File: src/rtl/lsu_mem_stage.sv
// lsu_mem_stage: load/store unit (EX-side ex_valid/is_load/is_store/mem_op/alu_out/store_data in; stall/done/wb_valid/wb_data/exc/bus_err out; dmem_req/we/addr/wstrb/wdata/ack/rdata bus), optional LSU_TIMEOUT_EN ack timeout
module lsu_mem_stage #(
  parameter int unsigned TIMEOUT_CYCLES = 255
) (
  input  logic        clk,
  input  logic        rst_n,
  input  logic        ex_valid,
  input  logic        is_load,
  input  logic        is_store,
  input  logic [2:0]  mem_op,
  input  logic [31:0] alu_out,
  input  logic [31:0] store_data,
  output logic        stall,
  output logic        done,
  output logic        wb_valid,
  output logic [31:0] wb_data,
  output logic        exc,
  output logic        bus_err,
  output logic        dmem_req,
  output logic        dmem_we,
  output logic [31:0] dmem_addr,
  output logic [3:0]  dmem_wstrb,
  output logic [31:0] dmem_wdata,
  input  logic        dmem_ack,
  input  logic [31:0] dmem_rdata
);
  typedef enum logic [1:0] {IDLE, REQ, DONE, ERR} state_t;
  state_t state;
  logic [2:0] op_q;
  logic [1:0] k_q;
  logic ld_q, accept, bad, timeout;
  logic [7:0] rb;
  logic [15:0] rh;
  logic [31:0] ld_ext, wdata_n;
  logic [3:0] wstrb_n;
  assign accept = rst_n && state == IDLE && ex_valid && (is_load || is_store);
  assign stall = accept || state == REQ;
  assign bad = (is_load ? (mem_op == 3'b011 || mem_op[2:1] == 2'b11) : (mem_op[2] || mem_op == 3'b011))
            || (mem_op[1:0] == 2'b01 && alu_out[0])
            || (mem_op[1:0] == 2'b10 && alu_out[1:0] != 2'b00);
  assign wstrb_n = mem_op[1:0] == 2'b00 ? 4'b0001 << alu_out[1:0] : mem_op[1:0] == 2'b01 ? 4'b0011 << alu_out[1:0] : 4'b1111;
  assign wdata_n = mem_op[1:0] == 2'b00 ? {4{store_data[7:0]}} : mem_op[1:0] == 2'b01 ? {2{store_data[15:0]}} : store_data;
  assign rb = dmem_rdata[8*k_q +: 8];
  assign rh = k_q[1] ? dmem_rdata[31:16] : dmem_rdata[15:0];
  // op_q[2] set means the unsigned (BU/HU) variant, so it suppresses sign fill
  assign ld_ext = op_q[1:0] == 2'b00 ? {{24{~op_q[2] & rb[7]}}, rb}
                : op_q[1:0] == 2'b01 ? {{16{~op_q[2] & rh[15]}}, rh} : dmem_rdata;
`ifdef LSU_TIMEOUT_EN
  logic [15:0] cnt;
  // counter sits at zero outside REQ, so it is already cleared on REQ entry
  always_ff @(posedge clk or negedge rst_n)
    if (!rst_n) cnt <= '0;
    else cnt <= (state == REQ && !dmem_ack) ? cnt + 16'd1 : '0;
  assign timeout = state == REQ && !dmem_ack && cnt == 16'(TIMEOUT_CYCLES - 1);
`else
  assign timeout = 1'b0;
`endif
  always_ff @(posedge clk or negedge rst_n) begin
    if (!rst_n) begin
      state <= IDLE;
      op_q <= '0;
      k_q <= '0;
      ld_q <= 1'b0;
      done <= 1'b0;
      wb_valid <= 1'b0;
      wb_data <= '0;
      exc <= 1'b0;
      bus_err <= 1'b0;
      dmem_req <= 1'b0;
      dmem_we <= 1'b0;
      dmem_addr <= '0;
      dmem_wstrb <= '0;
      dmem_wdata <= '0;
    end else begin
      done <= 1'b0;
      wb_valid <= 1'b0;
      exc <= 1'b0;
      bus_err <= 1'b0;
      case (state)
        IDLE: if (accept) begin
          op_q <= mem_op;
          k_q <= alu_out[1:0];
          ld_q <= is_load;
          dmem_addr <= {alu_out[31:2], 2'b00};
          dmem_we <= !is_load;
          dmem_wstrb <= is_load ? 4'b0000 : wstrb_n;
          dmem_wdata <= is_load ? 32'd0 : wdata_n;
          dmem_req <= !bad;
          done <= bad;
          exc <= bad;
          state <= bad ? ERR : REQ;
        end
        REQ: if (dmem_ack) begin
          dmem_req <= 1'b0;
          done <= 1'b1;
          wb_valid <= ld_q;
          if (ld_q) wb_data <= ld_ext;
          state <= DONE;
        end else if (timeout) begin
          dmem_req <= 1'b0;
          done <= 1'b1;
          exc <= 1'b1;
          bus_err <= 1'b1;
          state <= ERR;
        end
        DONE: state <= IDLE;
        ERR: state <= IDLE;
      endcase
    end
  end
endmodule

File: config.mk
export PLATFORM = sky130hd
export DESIGN_NAME = lsu_mem_stage
export DESIGN_NICKNAME = d
export VERILOG_FILES = /design/src/rtl/lsu_mem_stage.sv
export SDC_FILE = /design/constraint.sdc
export NUM_CORES = 1
export LEC_CHECK = 0
export CAP_MARGIN = 15
export CORE_MARGIN = 8
export CORE_UTILIZATION = 40
export CTS_CLUSTER_DIAMETER = 200
export DETAILED_ROUTE_END_ITERATION = 7
export GPL_TIMING_DRIVEN = 0
export PLACE_DENSITY_LB_ADDON = 0.3
export REMOVE_ABC_BUFFERS = 1
export SLEW_MARGIN = 20
export SYNTH_ARGS = -nofsm -noshare
export SYNTH_HDL_FRONTEND = slang
export SYNTH_SLANG_ARGS = --single-unit
File: constraint.sdc
create_clock -name clk -period 1.51 [get_ports clk]
set_input_delay 0.302 -clock clk [delete_from_list [all_inputs] [get_ports clk]]
set_output_delay 0.302 -clock clk [all_outputs]
set_load 0.02 [all_outputs]
; ---- Word-level counts from Yosys, hierarchy flattened
; Index checks and enable logic that the tools add are counted.
[word_totals]
reg_bits = 111
output_inout_bits = 107
inputBits = 105
elab_cells = 75
[classes]
reduce_logical = 23
shift = 3
n_eq_ne = 10
bitwise_logic = 3
muxes = 23
[ops]
columns = op, count
row1 = two-way mux 32 bit, 5
row2 = indexed part select 32 x 6 -> 8 bit, 1
row3 = two-way mux 16 bit, 1
row4 = two-way mux 4 bit, 3
row5 = == test 2 bit (second input constant), 4
row6 = two-way mux 1 bit, 8
row7 = == test 2 x 1 -> 1 bit (second input constant), 3
row8 = logical NOT 2 bit, 3
row9 = logical OR 1 bit, 6
row10 = two-way mux 2 bit, 3
row11 = one-hot mux 2 bit (3 select lines), 1
row12 = AND reduction 3 bit, 2
row13 = logical AND 1 bit, 5
row14 = inequality test 2 bit (second input constant), 2
row15 = one-hot mux 1 bit (2 select lines), 2
row16 = AND reduction 2 bit, 2
row17 = nonzero test 2 bit, 2
row18 = left shift 1 x 2 -> 4 bit (first input constant), 1
row19 = left shift 2 x 2 -> 4 bit (first input constant), 1
row20 = == test 3 x 2 -> 1 bit (second input constant), 1
row21 = bitwise AND 1 bit, 2
row22 = logical NOT 1 bit, 2
row23 = OR reduction 2 bit, 1
row24 = inverter 1 bit, 1

; ---- Depth between registers and ports, before layout
[logic_depth]
depth_word = 8
mapped_depth = 7

; ---- Worst setup path after synthesis
; OpenSTA, ideal clock, no wires.
[synth_timing]
path_type = register to output
start = register state[0]
end = output stall
t_arrival_ns = 1.261
path_stages_with_launch = 6
setup_slack_ns = -0.053
required_ns = 1.208
cell_sequence = dfrtp_1 > nor2_1 > o2111ai_2 > buf_2 > buf_2 > nand2_1
[synth_between]
elab_chain_len = 5
word_cells_on_any_way = 6
[synth_lines]
columns = element, line
row1 = from (decl), 28  ; state_t state;
row2 = from (signal assigned), 91  ; state <= bad ? ERR : REQ;
row3 = logical NOT 2 bit, 36  ; assign accept = rst_n && state == IDLE && ex_valid && (is_load || is_store);
row4 = logical AND 1 bit (3 in series), 36
row5 = logical OR 1 bit *, 37  ; assign stall = accept || state == REQ;
row6 = to (decl), 13  ; output logic stall,
; Mark *: on every way between the ends. The rest lies on a longest branch, timed or not.

; ---- Worst setup path in the final report
[layout_timing]
start = input is_store
end = output stall
[layout_between]
elab_chain_len = 3
[layout_lines]
columns = element, line
row1 = from (decl), 9  ; input logic is_store,
row2 = logical OR 1 bit, 36
row3 = logical AND 1 bit, 36
row4 = logical OR 1 bit, 37
; No other way between the ends.

==> flow_summary.ini <==
[status]
status = finished, violations left
violations = hold timing, setup timing

[die]
fp.dieW_um = 132.0
dieArea_mm2 = 0.01741
io_pins = 212
num_rows = 42
start_util_pct = 40.78
fp.coreArea_mm2 = 0.01319
die_h_um = 132.0

[grt]
grt_max_degree = 54
grt_pass1_wl_um = 30930
grt_pass1_vias = 5714
antenna_found_initial = 2
grtUsageTotal_pct = 22.18
globalRouteOverflowTotal = 0

[finish]
seq_area_mm2 = 0.002790
layout-drive-gt1-share_pct = 20.27
insertedDiodeCount = 0
final_util_pct = 67.15
post_layout_nonfiller_instances = 990
nets = 918
fillers = 1047
synthToLayoutAreaGrowth_pct = 64.67
stdcell_area_mm2 = 0.008857
multi_input_area_mm2 = 0.002694

[worst_setup_path]
slowest_stage = clkdlybuf4s50_1
cp_data_arrival_time_ns = 1.43
endpoint_kind = output pin
cp_max_fo = 3
crit_chain = clkdlybuf4s50_1 -> o2111ai_4 -> clkbuf_16 -> nand2_4 -> buf_6
start_kind = input pin
critPathMaxStageDelay_ns = 0.51
crit_buf_inv = 3
required_ns = 1.21
critPathKind = input pin to output pin
path_delay_family = buffers and inverters
r2r_setup_slack_ns = -0.16

[route]
via_count = 5396
drtIter0Drc = 406
wl_per_cell_um = 20.53
drt_wl_total_um = 20330
dr.pass1.iters = 5
via_per_inst = 5.451
drc_errors = 0
antenna_left = 0

[synth]
synth_edf_count = 0
netlist_instances = 574
synth_top_family_by_area = simple AND/OR/NAND/NOR gates
synthAdderAreaFrac_pct = 0.9304
synth-simple-area-share_pct = 20.33
yosysTopAreaCell = dfrtp_1
synth-main-ff-cell = dfrtp_1
synth_compound_area_share_pct = 15.54
synth_top_area_share_pct = 51.64
synthTopCellsByArea = dfrtp_1, nand2_1, mux2i_1
netlist_area_mm2 = 0.005379
synth_seq_cells = 111
ys_seq_area_share_pct = 51.64
synth.distinct_cells = 41
async_flop_share_pct = 100.0
synthXorXnorAreaFrac_pct = 0
yosysWarnings = 0
synthMuxAreaShare_pct = 6.909
avgSynthCellArea_um2 = 9.371

[sta]
rsz0062_at_grt = yes
holdWs_ns = -0.2033
slew_headroom_pct = 51.53
maxSlewViolCount = 0
worst_slew_pin_slew_ns = 0.7271
setup_viol = 65
post-route-period-util_pct = 114.6
hold_violations = 51
fmax_mhz = 577.8
clock_skew_ns = 0.005816
fin_ws_ns = -0.2206
finalCriticalPeriod_ns = 1.731
tns_ns = -6.627

[placement]
portBuffers = 208
postPlaceCellArea_mm2 = 0.007605
dpl.cell_count = 919
globalplace.congestion = 0.7671
hpwl_um = 12440

[clocking]
cts_tree = yes
clk-insertion-delay-late_ns = 0.36
cts.htree.levels = 3
path_clk_slew_ns = 0.07
root_buffer = clkbuf_16
ctsLongestPathBuffers = 2
cts_sinks = 111
cts_buffers = 9

[power_and_ir_drop]
max-vdd-ir-drop_mv = 0.8781
power_density_mw_per_mm2 = 1452
pwr-share-comb_pct = 46.4
p_switching_w = 0.005112
clockPowerShare_pct = 17.9
p_seq_share_pct = 35.7
p_int_w = 0.007747
swShare_pct = 39.75
p_total_w = 0.01286
p_leak_nw = 4.193

[min_path]
hold_class = input pin to asynchronous set/reset pin

[job]
max_cap_violations = 0
==> per-stage QoR <==
stage	setup WS, ns	hold slack (ns)
5_1_grt	-0.2587	-0.1786
2_1_floorplan	-1.765	0.006409
3_3_place_gp	-8.866	0.4527
3_5_place_dp	-1.239	0.2879
4_1_cts	-0.2037	-0.1864
6_report	-0.2206	-0.2033
==> flip-flops by register name, indices dropped and copies added (netlist names) <==
name / flops
dmem_req: 1
dmem_wstrb: 4
dmem_wdata: 32
wb_valid: 1
done: 1
k_q: 2
ld_q: 1
state: 2
exc: 1
wb_data: 32
op_q: 3
dmem_addr: 30
dmem_we: 1
==> logic make-up (layout without fill, tap and decap cells) <==
logic type,count (synthesis),in the layout
buf+inv,50,287
fa+ha+maj,4,4
mux,35,35
other cells,1,3
simple gates,254,254
flops,111,111
compound gates,119,120
==> cell type report <==
type | count | area share (%)
timing repair buffer | 268 | 32.32
sequential | 111 | 31.50
multi-input combinational | 416 | 30.41
clock buffer | 10 | 2.585
tap | 176 | 2.486
clock inverter | 6 | 0.5085
inverter | 3 | 0.1836
==> cells in the final DEF (no fill, tap or decap), drive strengths merged <==
| cell type | n |
|---|---|
| a211oi | 9 |
| buf | 56 |
| a31oi | 9 |
| ha | 4 |
| or3b | 1 |
| clkdlybuf4s50 | 98 |
| clkinv | 5 |
| a21oi | 33 |
| clkbuf | 17 |
| o21ai | 21 |
| mux2i | 33 |
| nand2b | 12 |
| mux2 | 1 |
| nand3 | 8 |
| a22o | 14 |
| conb | 3 |
| a222oi | 1 |
| mux4 | 1 |
| o31ai | 20 |
| dfrtp | 111 |
| or4b | 7 |
| nor2 | 48 |
| o22a | 7 |
| inv | 4 |
| o2111ai | 1 |
| nor2b | 4 |
| and3 | 1 |
| a32oi | 1 |
| nor3b | 1 |
| nand3b | 8 |
| dlygate4sd2 | 104 |
| o2111a | 2 |
| o31a | 1 |
| dlymetal6s2s | 1 |
| bufbuf | 2 |
| nand2 | 164 |
| a21o | 1 |
==> power by group through the flow <==
stage / clock [W] / combinational (W) / sequential, W
after floorplan: 0 / 0.00152 / 0.00574
after global placement: 0 / 0.00530 / 0.00471
after detailed placement: 0 / 0.00543 / 0.00476
after CTS: 0.00235 / 0.00559 / 0.00455
after global routing: 0.00241 / 0.00639 / 0.00471
final: 0.00230 / 0.00597 / 0.00459
==> synth_stat cells, drive strengths merged, types with 2 or more instances <==
| cell type | instances |
|---|---|
| a211oi | 9 |
| a21oi | 33 |
| a22o | 14 |
| a31oi | 9 |
| buf | 27 |
| clkbuf | 20 |
| dfrtp | 111 |
| ha | 4 |
| inv | 2 |
| mux2i | 33 |
| nand2 | 164 |
| nand2b | 12 |
| nand3 | 8 |
| nand3b | 8 |
| nor2 | 48 |
| nor2b | 4 |
| o21ai | 21 |
| o22a | 7 |
| o31ai | 20 |
| or4b | 7 |
==> final timing paths <==
kind,depth (start not counted),end,start
max in group asynchronous,2,op_q[0],rst_n
max,5,stall,is_store
min reg2reg,2,dmem_wdata[15],dmem_wdata[15]
max reg2reg,5,wb_data[29],k_q[1]
min in group clk,3,k_q[0],alu_out[0]
min,1,wb_data[19],rst_n
==> repair_timing <==
action | CTS | global route
setup endpoints to repair | 213 | 97
pin swaps | 40 | 39
cloned | 7 | 5
endpoints found under the hold margin | 51 | 51
resized for setup | 173 | 77
setup buffers | 29 | 15
==> per-layer routing <==
layer	track usage, %	vias up	wire length, µm
li1	-	2434	-
met5	0	-	21
met2	35.61	264	9622
met1	25.61	2646	8023
met3	9.146	48	2065
met4	9.381	4	593
Note: power is estimated with default switching activity, not from simulation.
